**src/rtl/branch_redirect_ctrl.sv**
```systemverilog
// Branch / R7 redirect controller: freezes fetch on a stall request, redirects the PC
// on a taken branch or R7 write-back, then drains. Optional perf counters: BRANCH_REDIRECT_PERF_EN.
module branch_redirect_ctrl #(
   parameter int PC_W         = 16,
   parameter int DRAIN_CYCLES = 2,
   parameter int HOLD_MAX     = 15
) (
   input  logic            clk,
   input  logic            reset,
   input  logic            stall_in,
   input  logic            resolve_valid,
   input  logic            resolve_taken,
   input  logic [PC_W-1:0] resolve_target,
   input  logic            r7_wb_valid,
   input  logic [PC_W-1:0] r7_wb_data,
   input  logic [PC_W-1:0] pc_plus1,
   output logic            pc_we,
   output logic [PC_W-1:0] pc_next,
   output logic            if_id_we,
   output logic            flush_if_id,
   output logic            flush_id_rr,
   output logic            busy,
`ifdef BRANCH_REDIRECT_PERF_EN
   output logic [15:0]     stall_cycles,
   output logic [7:0]      redirect_count,
`endif
   output logic            hold_timeout
);

   typedef enum logic [1:0] {
      ST_RUN      = 2'd0,
      ST_HOLD     = 2'd1,
      ST_REDIRECT = 2'd2,
      ST_DRAIN    = 2'd3
   } state_t;

   localparam logic [2:0] LP_DRAIN    = 3'(DRAIN_CYCLES);
   localparam logic [7:0] LP_HOLD_MAX = 8'(HOLD_MAX);

   state_t          r_state;
   logic [PC_W-1:0] r_target;
   logic [2:0]      r_drainCnt;
   logic [7:0]      r_holdCnt;
   logic            r_holdTimeout;

   logic w_branchRedirect;
   assign w_branchRedirect = resolve_valid && resolve_taken;

   // R7 write-back is older than the branch in EX, so it wins when both fire.
   always_ff @(posedge clk) begin
      if (reset) begin
         r_state       <= ST_RUN;
         r_target      <= '0;
         r_drainCnt    <= '0;
         r_holdCnt     <= '0;
         r_holdTimeout <= 1'b0;
      end else begin
         case (r_state)
            ST_RUN: begin
               if (stall_in) begin
                  r_state   <= ST_HOLD;
                  r_holdCnt <= 8'd1;
               end
            end
            ST_HOLD: begin
               if (r7_wb_valid) begin
                  r_target <= r7_wb_data;
                  r_state  <= ST_REDIRECT;
               end else if (w_branchRedirect) begin
                  r_target <= resolve_target;
                  r_state  <= ST_REDIRECT;
               end else if (!stall_in) begin
                  r_state <= ST_RUN;
               end else if (r_holdCnt == LP_HOLD_MAX) begin
                  r_holdTimeout <= 1'b1;
                  r_state       <= ST_RUN;
               end else begin
                  r_holdCnt <= r_holdCnt + 8'd1;
               end
            end
            ST_REDIRECT: begin
               if (DRAIN_CYCLES > 0) begin
                  r_state    <= ST_DRAIN;
                  r_drainCnt <= LP_DRAIN;
               end else begin
                  r_state <= ST_RUN;
               end
            end
            ST_DRAIN: begin
               if (r7_wb_valid) begin
                  r_target <= r7_wb_data;
                  r_state  <= ST_REDIRECT;
               end else if (r_drainCnt <= 3'd1) begin
                  r_state <= ST_RUN;
               end else begin
                  r_drainCnt <= r_drainCnt - 3'd1;
               end
            end
            default: r_state <= ST_RUN;
         endcase
      end
   end

   // Outputs are decoded combinationally so a stall freezes the PC in the same cycle.
   always_comb begin
      pc_we       = 1'b0;
      pc_next     = pc_plus1;
      if_id_we    = 1'b0;
      flush_if_id = 1'b0;
      flush_id_rr = 1'b0;
      busy        = 1'b0;
      if (reset) begin
         flush_if_id = 1'b1;
         flush_id_rr = 1'b1;
      end else begin
         case (r_state)
            ST_RUN: begin
               if (stall_in) begin
                  flush_id_rr = 1'b1;
               end else begin
                  pc_we    = 1'b1;
                  if_id_we = 1'b1;
               end
            end
            ST_HOLD: begin
               flush_id_rr = 1'b1;
               busy        = 1'b1;
            end
            ST_REDIRECT: begin
               pc_we       = 1'b1;
               pc_next     = r_target;
               flush_if_id = 1'b1;
               flush_id_rr = 1'b1;
               busy        = 1'b1;
            end
            ST_DRAIN: begin
               pc_we    = 1'b1;
               if_id_we = 1'b1;
               busy     = 1'b1;
            end
            default: begin
               flush_if_id = 1'b1;
               flush_id_rr = 1'b1;
            end
         endcase
      end
   end

   assign hold_timeout = r_holdTimeout;

`ifdef BRANCH_REDIRECT_PERF_EN
   logic [15:0] r_stallCycles;
   logic [7:0]  r_redirectCount;

   // Busy-cycle count saturates; the redirect count is allowed to wrap.
   always_ff @(posedge clk) begin
      if (reset) begin
         r_stallCycles   <= '0;
         r_redirectCount <= '0;
      end else begin
         if (busy && (r_stallCycles != 16'hFFFF)) begin
            r_stallCycles <= r_stallCycles + 16'd1;
         end
         if (r_state == ST_REDIRECT) begin
            r_redirectCount <= r_redirectCount + 8'd1;
         end
      end
   end

   assign stall_cycles   = r_stallCycles;
   assign redirect_count = r_redirectCount;
`endif

endmodule

```
**config.mk**
```make
export PLATFORM = sky130hd
export DESIGN_NAME = branch_redirect_ctrl
export DESIGN_NICKNAME = d
export VERILOG_FILES = /design/src/rtl/branch_redirect_ctrl.sv
export SDC_FILE = /design/constraint.sdc
export NUM_CORES = 1
export LEC_CHECK = 0
export CELL_PAD_IN_SITES_DETAIL_PLACEMENT = 0
export CELL_PAD_IN_SITES_GLOBAL_PLACEMENT = 1
export CORE_UTILIZATION = 32
export CTS_BUF_LIST = sky130_fd_sc_hd__clkbuf_16
export CTS_CLUSTER_SIZE = 28
export DETAILED_ROUTE_END_ITERATION = 16
export PLACE_DENSITY_LB_ADDON = 0.3
export SETUP_SLACK_MARGIN = 0.4
export SLEW_MARGIN = 0
export SYNTH_ARGS = -nofsm -noshare
export SYNTH_HDL_FRONTEND = slang
export SYNTH_SLANG_ARGS = --single-unit
```
**constraint.sdc**
```tcl
create_clock -name clk -period 2.1 [get_ports clk]
set_input_delay 0.525 -clock clk [delete_from_list [all_inputs] [get_ports clk]]
set_output_delay 0.525 -clock clk [all_outputs]
set_load 0.01 [all_outputs]
```
==> results of run 1 <==
-- repair_timing --
action | CTS | global route
setup buffers | 20 | 7
pin swaps | 12 | 20
setup endpoints to repair | 49 | 50
resized for setup | 167 | 43
gates cloned | 4 | 1
-- worst min-delay path: stages (launching register included) --
cell and delay, ns:
dfxtp_1 0.32, a21oi_1 0.04, nor2_1 0.08
-- area by class of cell --
| cell class | count | area (µm²) | area share |
|---|---|---|---|
| clock inverters | 2 | 7.507 | 0.001967 |
| flip-flops and latches | 30 | 605.6 | 0.1587 |
| repair buffers | 124 | 1354 | 0.3548 |
| well taps | 75 | 93.84 | 0.02459 |
| multi-input cells | 170 | 1595 | 0.4180 |
| inverters | 7 | 35.03 | 0.009180 |
| clock buffers | 5 | 125.1 | 0.03279 |
-- through the flow --
step	power (mW)	utilization	hold slack [ns]	worst slack, ns
after global placement	1.215	0.4908	0.4538	-0.3949
final	2.185	0.6408	0.4731	0.02744
after floorplan	0.9721	-	0.4857	0.4055
after CTS	2.067	0.5975	0.4737	0.05318
after detailed placement	1.219	0.4908	0.4622	-0.3926
after global routing	2.289	0.6408	0.5333	-0.01614
-- path summary, 6_finish.rpt --
path,cells past startpoint,slack (ns),startpoint,to
worst max-delay path,6,0.03,r_state[0],pc_next[10]
worst min-delay path,2,0.47,hold_timeout,hold_timeout
worst max register to register,9,0.15,r_state[1],r_target[13]
worst min register to register,2,0.47,hold_timeout,hold_timeout
-- kinds of logic (layout without fill, tap and decap cells) --
| logic type | after synthesis | count (layout) | share of synthesized area |
|---|---|---|---|
| DFF | 30 | 30 | 0.3019 |
| muxes | 18 | 18 | 0.1013 |
| AOI/OAI and AO/OA | 62 | 62 | 0.2704 |
| adders and majority gates | 7 | 7 | 0.04402 |
| and+or+nand+nor | 81 | 82 | 0.2157 |
| buffers and inverters | 23 | 138 | 0.06226 |
| xor gates and xnor gates | 1 | 1 | 0.004403 |
-- power by group through the flow --
| stage | combinational, mW | clock [mW] | sequential, mW |
|---|---|---|---|
| 2_1_floorplan | 0.316 | 0 | 0.656 |
| 3_3_place_gp | 0.553 | 0 | 0.662 |
| 3_5_place_dp | 0.555 | 0 | 0.664 |
| 4_1_cts | 0.734 | 0.676 | 0.657 |
| 5_1_grt | 0.904 | 0.709 | 0.676 |
| 6_report | 0.850 | 0.663 | 0.672 |
-- layer usage --
metal,share of wire,up-vias,GRT usage
met5,0,-,0
met4,0.011,0,0.07143
met3,0.051,7,0.04719
met2,0.51,64,0.3748
met1,0.43,1036,0.2730
li1,-,1062,-
-- registers in the layout, indices dropped and copies added (netlist names) --
| register | cells |
|---|---|
| r_drainCnt | 3 |
| hold_timeout | 1 |
| r_state | 2 |
| r_target | 16 |
| r_holdCnt | 8 |
-- cell usage in the layout, fill, tap and decap left out, types with 3 or more instances in the layout --
cell type	instances
nand4_1	3
nand2b_1	3
buf_6	40
a21oi_1	3
and3_1	3
ha_1	3
nand2_1	23
clkdlybuf4s50_1	49
o21ai_1	4
a31oi_1	4
a21oi_2	3
buf_2	3
ha_4	4
buf_12	5
nand3_1	5
nor2_1	9
dlygate4sd2_1	4
nor2_4	13
o21ai_0	17
buf_4	18
mux2_4	17
inv_1	6
a311oi_2	17
dfxtp_1	28
clkbuf_16	6
==> results.toml, run 1 <==
[run_status]
status = "finished, final reports clean"

[clock_tree]
insertion_delay_ns = 0.27
hold_buffers = 0
htreeDepth = 2
cts_made_buffers = 5
cts_buffer_depth = 2
clk_pin_slew_ns = 0.05
cts_tree = "yes"
cts.sinks = 30
root_buffer = "clkbuf_16"

[timing]
timing.final.crit_share = 0.9869
rsz0062_at_grt = "true"
max_freq_mhz = 482.5
tns_ns = 0
tightestPinTransition_ns = 0.3746
finalHoldViolCount = 0
final-setup-viol-count = 0
min_period_ns = 2.073
clock_skew_ns = 0.002371
relSlewSlack = 0.7503
maxSlewViolCount = 0

[critical_path]
crit_family = "flip-flops"
worstPathRequired_ns = 1.57
cp.arrival_ns = 1.55
critPathBufInv = 3
slowest_delay_ns = 0.34
critPathLaunchType = "flip-flop"
worstPathMaxFanout = 6
critPathKind = "reg2out"
end_kind = "output pin"
cp_cell_sequence = "inv_4, ha_4, nand2_8, buf_6, mux2_4, buf_6"
crit_path_frequent_cell = "buf_6"
crit_slowest_cell = "dfxtp_2"

[final_layout]
fin_area_um2 = 3816
instances_no_fill = 413
diodes = 0
syn_to_final_growth_pct = 91.82
num-nets-final = 399
final.fill_count = 499
layout-drive-gt1-share = 0.4586

[yosys]
avgSynthCellArea_um2 = 8.961
ys_top_cells_by_count = "dfxtp_1, nand2_1, nor2_1"
synth_top_area_share = 0.3019
yosysMostFrequentCell = "dfxtp_1"
ys.flop_type = "dfxtp_1"
synth.net_count = 283
ys_types = 48
netlist_area_um2 = 1989
yosys.area.top_type = "dfxtp_1"
synth.area.top_cells = "dfxtp_1, a311oi_2, mux2_2"
yosys_warnings = 0
synth-seq-cells = 30
yosysSeqAreaShare = 0.3019
syn_inst = 222
synth_edf_count = 0
async_reset_ff_frac = 0

[power]
p_switching_mw = 0.6444
p_leak_nw = 1.501
pwr-share-seq = 0.307
p_int_mw = 1.540
combPwrFrac = 0.389
ir_worst_vdd_v = 0.0004098
p_per_area_nw_per_um2 = 572.5
p_sw_frac = 0.2950
power_frac_clock = 0.303

[drt]
wl_mm = 7.098
drt_first_pass_iters = 4
num_vias = 2169
routedWlPerCell_um = 17.19
dr.first_iter.drc_count = 74
final_antenna_net_count = 0
avgViaCountPerCell = 5.252
drc = 0

[die]
initial_core_util = 0.3340
die_x_um = 80.85
die_h_um = 80.85
rows = 28
io_pins = 76
coreArea_um2 = 5956
die_area_um2 = 6536

[placed_design]
place.gp.congestion = 0.8204
placed_cell_area_um2 = 2923
dp_cells = 374
portBuffers = 75
hpwl_mm = 3.919

[global_routing]
grt_start_max_net_pins = 25
grt.overflow.total = 0
gr-usage-all-layers = 0.2198
grt_pass1_vias = 2132
grt_pass1_wl_mm = 10.68
grt_antenna_before_repair = 0

[job]
drv_cap = 0

[worst_hold_path]
hp-class = "reg2reg"
Power figures use the tool's default switching activity.
==> run 2: changes to the inputs <==
--- a/config.mk
+++ b/config.mk
@@ -7,10 +7,12 @@
 export LEC_CHECK = 0
 export CELL_PAD_IN_SITES_DETAIL_PLACEMENT = 0
 export CELL_PAD_IN_SITES_GLOBAL_PLACEMENT = 1
+export CORE_ASPECT_RATIO = 0.75
 export CORE_UTILIZATION = 32
 export CTS_BUF_LIST = sky130_fd_sc_hd__clkbuf_16
 export CTS_CLUSTER_SIZE = 28
 export DETAILED_ROUTE_END_ITERATION = 16
+export MAX_ROUTING_LAYER = met4
 export PLACE_DENSITY_LB_ADDON = 0.3
 export SETUP_SLACK_MARGIN = 0.4
 export SLEW_MARGIN = 0
==> run 2 against run 1 <==
  * Combinational power shrank 6.2%
  * Die area is essentially flat
  * Global-route usage shrank 0.73 points
  * Count of clock-buffer cells in the layout is the same
  * Non-clock buffer count grew 7
  * Register-to-register slack gained 0.04 ns
  * Routed wire length shrank 4.8%
  * Critical endpoint is now pc_next[2]
  * Largest power group unchanged
==> results.toml, run 2 (synthesis results as in run 1) <==
[worst_hold_path]
holdPathEnd = "hold_timeout"
hold_path_depth = 2
hp-start = "hold_timeout"
hp-class = "reg2reg"

[power]
p_per_area_nw_per_um2 = 556.0
p_leak_nw = 1.532
ir_worst_vdd_v = 0.0003139
p_total_mw = 2.121

[timing]
relSlewSlack = 0.7761
final-setup-viol-count = 0
rsz0062_at_grt = "true"
timing.final.crit_share = 0.9836
finalHoldViolCount = 0
max_freq_mhz = 484.2
min_period_ns = 2.065
maxSlewViolCount = 0
whs_ns = 0.4633
clock_skew_ns = 0.002882
tns_ns = 0
tightestPinTransition_ns = 0.3354

[job]
drv_cap = 0

[final_layout]
top_register = "r_target"
reg_top3 = "r_target x16, r_holdCnt x8, r_drainCnt x3"
largest_reg_flops = 16
layout_commonest_cell = "clkdlybuf4s50_1"
fin_area_um2 = 3815
num-nets-final = 406
syn_to_final_growth_pct = 91.76
final_cell_mix = "clkdlybuf4s50_1, buf_6, dfxtp_1, buf_4, o21ai_0"
finalCoreUtilization = 0.6449
layout-drive-gt1-share = 0.4957
diodes = 0

[global_routing]
grt_pass1_wl_mm = 10.59
gr-usage-all-layers = 0.2125
grt_antenna_before_repair = 0
grt_pass1_vias = 2084
grt_start_max_net_pins = 19
grt.overflow.total = 0

[placed_design]
placed_cell_area_um2 = 2984
hpwl_mm = 4.122
portBuffers = 75
place.gp.congestion = 0.8495

[clock_tree]
cts.sinks = 30
cts_buffer_depth = 2
htreeDepth = 2
hold_buffers = 0
root_buffer = "clkbuf_16"
insertion_delay_ns = 0.27
cts_made_buffers = 5
clk_pin_slew_ns = 0.05
cts_tree = "yes"

[critical_path]
r2r_slack_ns = 0.19
r2r_start = "r_state[1]"
worstPathMaxFanout = 6
worstRegToRegCells = 9
end_kind = "output pin"
cp.arrival_ns = 1.54
critPathKind = "reg2out"
critPathLaunchType = "flip-flop"
worstPathRequired_ns = 1.57
worstReg2RegEnd = "r_target[9]"

[drt]
avgViaCountPerCell = 5.175
drt_first_pass_iters = 4
wl_mm = 6.754
final_antenna_net_count = 0
dr.first_iter.drc_count = 59
num_vias = 2189
drc = 0
routedWlPerCell_um = 15.97

[run_status]
status = "finished, final reports clean"

[die]
coreArea_um2 = 5916
rows = 24
initial_core_util = 0.3363
die_x_um = 93.05
io_pins = 76
die_area_um2 = 6540
die_h_um = 70.29
-- run 2: changes by cell type in the layout (fill, tap and decap cells not counted), sizes merged --
cell and change:
bufbuf -1, buf +8
-- run 2: layout make-up --
class | instances | area [µm²]
fillers | 490 | 2101
well taps | 78 | 97.59
inverters | 7 | 30.03
multi-input cells | 170 | 1588
clock inverters | 2 | 7.507
flip-flops and latches | 30 | 605.6
clock buffers | 5 | 125.1
repair buffers | 131 | 1361
-- run 2: stage by stage --
| step | setup WS (ns) | std cells |
|---|---|---|
| floorplan | 0.4055 | 222 |
| global placement | -0.3931 | 383 |
| detailed placement | -0.4092 | 383 |
| CTS | 0.03631 | 412 |
| global route | -0.006823 | 423 |
| finish | 0.03454 | 423 |
-- run 2: worst max path at each step --
| stage | from | to | cells past startpoint |
|---|---|---|---|
| after floorplan | r_state[1] | pc_we | 4 |
| after CTS | r_state[0] | pc_next[14] | 6 |
| final | r_state[0] | pc_next[2] | 6 |
| after detailed placement | stall_in | if_id_we | 5 |
| after global routing | r_state[0] | pc_next[2] | 6 |
| after global placement | stall_in | pc_we | 5 |
-- run 2: critical path, cell delays in order, from the launching register on --
cell and delay, ns:
dfxtp_2 0.32, inv_2 0.07, ha_4 0.22, nand2_8 0.10, buf_6 0.14, mux2_4 0.30
buf_6 0.12
-- run 2: timing repair --
item	CTS	global route
gates resized for setup	142	66
pin swaps	10	33
setup endpoints to repair	50	49
gates cloned	4	1
setup buffers	18	10
-- run 2: routing by layer --
layer,GRT usage,wire length [µm]
met5,-,0
met4,0.04615,44
met3,0.03813,334
met2,0.3186,3248
met1,0.2968,3126
-- run 2: power by group --
group | total (mW) | internal [mW] | switching, mW
logic | 0.797 | 0.456 | 0.341
clock network | 0.660 | 0.423 | 0.238
registers | 0.663 | 0.623 | 0.0405
